## src/rtl/div_pkg.sv

```systemverilog
// +----------------------------------------------------------------------------
// | div_pkg : shared types and sizing for the seq_divider_8 restoring divider
// | Revision: 1.0
// +----------------------------------------------------------------------------
`default_nettype none

package div_pkg;

  localparam int ITER  = 8;
  localparam int CNT_W = $clog2(ITER);

  typedef enum logic [2:0] {
    HALT  = 3'd0,
    LOAD  = 3'd1,
    START = 3'd2,
    SHIFT = 3'd3,
    TRIAL = 3'd4,
    FIXUP = 3'd5,
    HOLD  = 3'd6
  } state_t;

endpackage

`default_nettype wire

```

## src/rtl/div_trial_sub.sv

```systemverilog
// +----------------------------------------------------------------------------
// | div_trial_sub : trial subtraction A - D, one bit wider than A so the sign
// |                 bit of the difference decides restore vs. keep
// | Revision: 1.0
// +----------------------------------------------------------------------------
`default_nettype none

module div_trial_sub #(
  parameter int WIDTH = 8
) (
  input  logic [WIDTH:0]   a,
  input  logic [WIDTH-1:0] d,
  output logic [WIDTH+1:0] diff,
  output logic             nonneg
);

  assign diff   = {1'b0, a} - {2'b00, d};
  assign nonneg = ~diff[WIDTH+1];

endmodule

`default_nettype wire

```

## src/rtl/seq_divider_8.sv

```systemverilog
// +----------------------------------------------------------------------------
// | seq_divider_8 : sequential restoring divider, quotient in B, remainder in A
// |                 Define SIGNED_DIV_EN for two's complement operands (FIXUP).
// | Revision: 1.0
// +----------------------------------------------------------------------------
`default_nettype none

module seq_divider_8
  import div_pkg::*;
#(
  parameter int WIDTH = ITER
) (
  input  logic             Clk,
  input  logic             Reset,
  input  logic             Run,
  input  logic             ClearA_LoadB,
  input  logic [WIDTH-1:0] S,
  output logic [WIDTH-1:0] Aval,
  output logic [WIDTH-1:0] Bval,
  output logic             Done,
  output logic             DivZero
);

  localparam int                 c_CNT_W = (WIDTH > 1) ? $clog2(WIDTH) : 1;
  localparam logic [c_CNT_W-1:0] c_LAST  = c_CNT_W'(WIDTH - 1);

  state_t             r_state;
  state_t             w_next;
  logic [WIDTH:0]     r_a;
  logic [WIDTH-1:0]   r_b;
  logic [WIDTH-1:0]   r_d;
  logic [c_CNT_W-1:0] r_cnt;
  logic               r_div_zero;
  logic [WIDTH+1:0]   w_diff;
  logic               w_nonneg;
  logic               w_unused_diff_msb;

`ifdef SIGNED_DIV_EN
  logic             r_sign_q;
  logic             r_sign_r;
  logic [WIDTH-1:0] r_dividend;
  localparam state_t c_AFTER_LAST = FIXUP;
`else
  localparam state_t c_AFTER_LAST = HOLD;
`endif

  div_trial_sub #(.WIDTH(WIDTH)) u_trial (
    .a      (r_a),
    .d      (r_d),
    .diff   (w_diff),
    .nonneg (w_nonneg)
  );

  // The sign bit is consumed inside the trial block as nonneg.
  assign w_unused_diff_msb = w_diff[WIDTH+1];

  always_ff @(posedge Clk) begin
    if (Reset) r_state <= HALT;
    else       r_state <= w_next;
  end

  always_comb begin
    w_next = r_state;
    case (r_state)
      HALT: begin
        if (Run)               w_next = START;
        else if (ClearA_LoadB) w_next = LOAD;
      end
      LOAD:    w_next = HALT;
      START:   w_next = SHIFT;
      SHIFT:   w_next = TRIAL;
      TRIAL:   w_next = (r_cnt == c_LAST) ? c_AFTER_LAST : SHIFT;
      FIXUP:   w_next = HOLD;
      HOLD:    if (!Run) w_next = HALT;
      default: w_next = HALT;
    endcase
  end

  always_ff @(posedge Clk) begin
    if (Reset) begin
      r_a        <= '0;
      r_b        <= '0;
      r_d        <= '0;
      r_cnt      <= '0;
      r_div_zero <= 1'b0;
`ifdef SIGNED_DIV_EN
      r_sign_q   <= 1'b0;
      r_sign_r   <= 1'b0;
      r_dividend <= '0;
`endif
    end else begin
      case (r_state)
        LOAD: begin
          r_b <= S;
          r_a <= '0;
        end
        START: begin
          r_a        <= '0;
          r_cnt      <= '0;
          r_div_zero <= (S == '0);
`ifdef SIGNED_DIV_EN
          // Iterate on magnitudes; the most negative value still fits unsigned.
          r_d        <= S[WIDTH-1] ? (-S) : S;
          r_b        <= r_b[WIDTH-1] ? (-r_b) : r_b;
          r_sign_q   <= r_b[WIDTH-1] ^ S[WIDTH-1];
          r_sign_r   <= r_b[WIDTH-1];
          r_dividend <= r_b;
`else
          r_d        <= S;
`endif
        end
        SHIFT: {r_a, r_b} <= {r_a[WIDTH-1:0], r_b, 1'b0};
        TRIAL: begin
          if (w_nonneg) r_a <= w_diff[WIDTH:0];
          r_b[0] <= w_nonneg;
          if (r_cnt != c_LAST) r_cnt <= r_cnt + 1'b1;
        end
`ifdef SIGNED_DIV_EN
        FIXUP: begin
          if (r_div_zero) begin
            r_b <= '1;
            r_a <= {r_dividend[WIDTH-1], r_dividend};
          end else begin
            if (r_sign_q) r_b <= -r_b;
            if (r_sign_r) r_a <= -r_a;
          end
        end
`endif
        default: ;
      endcase
    end
  end

  assign Aval    = r_a[WIDTH-1:0];
  assign Bval    = r_b;
  assign Done    = (r_state == HOLD);
  assign DivZero = r_div_zero;

endmodule

`default_nettype wire

```

## config.mk

```make
export PLATFORM = sky130hd
export DESIGN_NAME = seq_divider_8
export DESIGN_NICKNAME = d
export VERILOG_FILES = /design/src/rtl/div_pkg.sv /design/src/rtl/div_trial_sub.sv /design/src/rtl/seq_divider_8.sv
export SDC_FILE = /design/constraint.sdc
export NUM_CORES = 1
export LEC_CHECK = 0
export ABC_CLOCK_PERIOD_IN_PS = 3600
export CORE_UTILIZATION = 58
export DETAILED_ROUTE_END_ITERATION = 12
export GPL_TIMING_DRIVEN = 0
export PLACE_DENSITY = 0.85
export RECOVER_POWER = 25
export REMOVE_ABC_BUFFERS = 1
export SYNTH_ARGS = -nofsm -noshare
export SYNTH_HDL_FRONTEND = slang
export SYNTH_SLANG_ARGS = --single-unit
```

## constraint.sdc

```tcl
create_clock -name Clk -period 3.6 [get_ports Clk]
set_clock_uncertainty 0.05 [all_clocks]
set_input_delay 0.54 -clock Clk [delete_from_list [all_inputs] [get_ports Clk]]
set_output_delay 0.54 -clock Clk [all_outputs]
set_load 0.1 [all_outputs]
```

==> results of run 1 <==
[metal layers]
| layer | vias up | share of wire, % |
|---|---|---|
| met5 | - | 0 |
| met4 | 0 | 0.71 |
| met3 | 4 | 5.7 |
| met2 | 50 | 47 |
| met1 | 787 | 46 |
| li1 | 864 | - |
[logic make-up after synthesis]
logic type | after synthesis | share of synthesized area, %
buffers and inverters | 33 | 8.37
AOI/OAI and AO/OA | 75 | 28.8
xor gates and xnor gates | 2 | 0.881
and+or+nand+nor | 74 | 18.4
DFF | 32 | 32.2
muxes | 8 | 4.03
adders and majority gates | 11 | 7.30
[final cells by class]
class                      instances  area, um^2
tap                               44        55.1
timing repair buffer              29         285
fill                             263         888
inverter                          12        45.0
sequential                        32         641
multi-input combinational        170        1170
clock buffer                       7        65.1
[cell usage after synthesis (3+ instances only)]
library cell  instances  area, um^2
a211oi_1              9        67.6
a211oi_2              7        87.6
a21o_1                4        30.0
a21oi_1              27         135
a22oi_1               4        30.0
a32oi_1               3        26.3
buf_2                 4        20.0
buf_4                 8        60.1
clkbuf_1              7        26.3
dfxtp_1              32         641
ha_1                 10         125
inv_1                12        45.0
mux2i_1               8        80.1
nand2_1              27         101
nand3_1               5        25.0
nor2_1               19        71.3
nor4_1                3        18.8
o21ai_0               4        20.0
o21ai_1               3        15.0
or3_1                 3        18.8
[worst max path at each step]
stage / startpoint / endpoint / slack, ns / depth (start not counted)
floorplan: r_a[6] / r_a[7] / 0.91 / 6
global placement: r_state[1] / Done / 0.71 / 4
detailed placement: r_state[1] / Done / 0.69 / 4
CTS: r_state[1] / Done / 0.32 / 4
global route: r_state[1] / Done / 0.18 / 4
finish: r_state[1] / Done / 0.32 / 4
[power by group]
group	internal [W]	switching (W)	total [W]
sequential	0.000395	0.0000472	0.000442
clock	0.000111	0.000122	0.000233
combinational	0.000256	0.000507	0.000763
total	0.000761	0.000676	0.00144
[per-stage QoR]
stage	cell area (um^2)	cells	power, W
3_3_place_gp	2210	287	0.00120
4_1_cts	2280	294	0.00144
6_report	2260	294	0.00144
2_1_floorplan	1870	214	0.00104
5_1_grt	2260	294	0.00152
3_5_place_dp	2210	287	0.00121
[worst min-delay path, cell delays in order (launching register included)]
cell and delay (ns):
dfxtp_1 0.32, nand2_1 0.05, a21oi_1 0.05
[sequential cells by signal (all words and copies together) (netlist names)]
signal	count
Bval	8
r_state	3
DivZero	1
r_a	9
r_d	8
r_cnt	3
==> impl_metrics.toml, run 1 <==
[floorplanning]
fp.dieW_um = 60.5
start_util_pct = 63.1
coreArea_mm2 = 0.00315
die_area_mm2 = 0.00367
die_h_um = 60.5
io_pins = 30
rows = 20

[worst_setup_path]
critPathSlowestCell = "clkdlybuf4s50_1"
r2r_end = "r_a[8]"
cp-start-kind = "flop"
path_cells = "inv_1, nor2_1, and2_1, clkdlybuf4s50_1"
cpPeakStageDelay_ns = 1.12
end_kind = "output pin"
critical_path_arrival_ns = 2.69
path_buf_inv = 2
reg2reg_depth = 9
crit_type = "flop to output pin"
rr_startpoint = "r_a[0]"
crit_fanout = 13
cp_top_family = "buffers and inverters"
r2r_slack_ns = 1.11
cp.required_ns = 3.01

[logic_synthesis]
yosys_warnings = 0
synth_edf_count = 0
async_flop_share_pct = 0
synthFlopType = "dfxtp_1"
seq_area_frac_synth_pct = 32.2
synth_cells = 235
ys_ff_latch = 32
synth_cell_types = 52
synth_area_mm2 = 0.00199
syn_avg_cell_area_um2 = 8.46

[routing]
wl_um = 4230
drc_errors = 0
num_vias = 1705
drtIter0Drc = 61
first_pass_iters = 4
wire_per_inst_um = 14.4
ant_nets = 0
viasPerCell = 5.80

[timing]
maxSlewHeadroom_pct = 34.1
max_freq_ghz = 0.305
final-setup-viol-count = 0
worst_slew_pin_slew_ns = 0.987
setup_slack_ns = 0.325
tns_ns = 0
final.min_clock_period_ns = 3.28
holdWs_ns = 0.409
rsz0062_at_grt = "false"
period_share_pct = 91.0
finalHoldViolCount = 0
slew_violations = 0

[layout]
nNetsFinal = 273
area_growth_pct = 13.9
fin_util_pct = 71.8
drive_above_1_share_pct = 9.60
layout_commonest_cell = "dfxtp_1"
final_cell_mix = "dfxtp_1, clkdlybuf4s50_1, nand2_1, a21oi_1, nor2_1"
n_antenna_cell = 0

[pwr]
p_leak_nw = 0.817
powerDensity_mw_per_mm2 = 635
vdd_drop_max_mv = 0.356

[cts]
cts-buffers-inserted = 5
clk_transition_reported_paths_ns = 0.09
cts_max_level = 2
postCtsHoldBufs = 0
cts_tree = "built"
cts_post_setup_buffers_inserted = 0
cts_buffer_depth = 2
cts_resized = 0
insertion_delay_ns = 0.33
clock-sinks = 32
root_buffer = "clkbuf_4"

[min_path]
holdPathStages = 2
hold_end = "r_d[4]"
hold_path_class = "flop to flop"
min_from = "r_d[4]"

[global_routing]
use_met2_pct = 43.5
grt_busiest_layer = "met2"
gr-total-overflow = 0
antenna_found_initial = 0
grt_usage_pct = 26.5
grt_max_degree = 34
grt_pass1_wl_um = 7120
use_met3_pct = 7.68
grt_pass1_vias = 1535
grtUsageMet1_pct = 33.9

[run]
cap_violations = 0

[placement]
post-place-ws_ns = 0.695
port_buffers = 29
dpl.hpwl_um = 2970
gp_congestion = 0.941

[run_status]
outcome = "completed"
Note: power is estimated with default switching activity, not from simulation.
==> run 2, diff against run 1 <==
- SYNTH_HIERARCHICAL: unset -> 1
==> impl_metrics.toml, run 2 <==
[timing]
final.min_clock_period_ns = 3.19
maxSlewHeadroom_pct = 10.1
slew_violations = 0
period_share_pct = 88.5
rsz0062_at_grt = "false"
final-setup-viol-count = 0
max_freq_ghz = 0.314
tns_ns = 0
finalHoldViolCount = 0
worst_slew_pin_slew_ns = 1.35
holdWs_ns = 0.410

[layout]
final_area_mm2 = 0.00225
layout_commonest_cell = "dfxtp_1"
nNetsFinal = 273
n_antenna_cell = 0
largest_reg_flops = 9
drive_above_1_share_pct = 8.80
regMostFlops = "r_a"
fillers = 276
area_growth_pct = 15.5
final_cell_mix = "dfxtp_1, clkdlybuf4s50_1, nor2_1"

[logic_synthesis]
yosys_warnings = 6
syn_avg_cell_area_um2 = 8.40
synth_cells = 232
synth_area_mm2 = 0.00195

[placement]
port_buffers = 29
dpl_cell_area_mm2 = 0.00218
dpl.hpwl_um = 2830
gp_congestion = 0.813

[cts]
root_buffer = "clkbuf_4"
cts_max_level = 2
clk_transition_reported_paths_ns = 0.11
cts_buffer_depth = 2
postCtsHoldBufs = 0
cts_resized = 0
cts_post_setup_buffers_inserted = 0
insertion_delay_ns = 0.34
cts_tree = "built"
clock-sinks = 32
cts-buffers-inserted = 5

[worst_setup_path]
cp-start-kind = "flop"
cp.required_ns = 3.01
critPathSlowestCell = "clkdlybuf4s50_1"
cpPeakStageDelay_ns = 1.13
critical_path_arrival_ns = 2.60
crit_fanout = 21
crit_type = "flop to output pin"
end_kind = "output pin"
path_cells = "and2_1, clkdlybuf4s50_1"

[floorplanning]
die_h_um = 60.0
io_pins = 30
rows = 20
coreArea_mm2 = 0.00313
start_util_pct = 62.3
fp.dieW_um = 60.0
die_area_mm2 = 0.00359

[global_routing]
grt_max_degree = 32
grt_usage_pct = 26.1
antenna_found_initial = 0
grt_pass1_wl_um = 6890
gr-total-overflow = 0
grt_pass1_vias = 1529

[pwr]
powerDensity_mw_per_mm2 = 687
p_leak_nw = 0.827
vdd_drop_max_mv = 0.372

[routing]
drc_errors = 0
wire_per_inst_um = 13.9
drtIter0Drc = 75
num_vias = 1693
wl_um = 4100
viasPerCell = 5.76
ant_nets = 0
first_pass_iters = 4

[run_status]
outcome = "completed"

[min_path]
hold_path_class = "flop to flop"

[run]
cap_violations = 0
==> run 2: final timing paths <==
check | depth (start not counted) | from | to | slack, ns
setup reg to reg | 10 | r_d[4] | r_a[5] | 0.93
hold reg to reg | 2 | r_d[4] | r_d[4] | 0.41
setup / recovery | 2 | r_state[1] | Done | 0.41
hold / removal | 2 | r_d[4] | r_d[4] | 0.41
==> run 2: area by class of cell <==
type / instances / area, um^2 / area share, %
tap: 44 / 55.1 / 2.45
clock inverter: 2 / 35.0 / 1.56
multi-input combinational: 166 / 1130 / 50.3
inverter: 15 / 56.3 / 2.50
timing repair buffer: 29 / 290 / 12.9
clock buffer: 6 / 41.3 / 1.83
sequential: 32 / 641 / 28.5
==> run 2: metrics by stage <==
step / total power [W] / std cells / util (%) / setup slack (ns)
3_5_place_dp: 0.00127 / 286 / 69.7 / 0.766
6_report: 0.00155 / 294 / 72.0 / 0.414
5_1_grt: 0.00164 / 294 / 72.0 / 0.312
4_1_cts: 0.00155 / 294 / 72.1 / 0.390
2_1_floorplan: 0.00111 / 213 / - / 0.565
3_3_place_gp: 0.00126 / 286 / 69.7 / 0.814
==> run 2: worst max-delay path, delay by kind of cell (launching register included) <==
family	cells	cell delay, ns
buf+inv	1	1.13
flops	1	0.87
simple gates	1	0.25
==> run 2: power breakdown <==
part | switching (W) | leakage (nW) | internal (W) | total (W)
Clock | 0.000132 | 0.0422 | 0.000146 | 0.000278
Combinational | 0.000517 | 0.523 | 0.000288 | 0.000805
Sequential | 0.0000616 | 0.261 | 0.000401 | 0.000463
Total | 0.000711 | 0.827 | 0.000835 | 0.00155
==> run 2: per-layer routing <==
layer | routed length [um] | GRT usage, % | vias up
li1 | - | - | 862
met1 | 1970 | 33.4 | 790
met2 | 1900 | 43.7 | 35
met3 | 167 | 4.98 | 6
met4 | 58 | 8.97 | 0
met5 | 0 | 0 | -
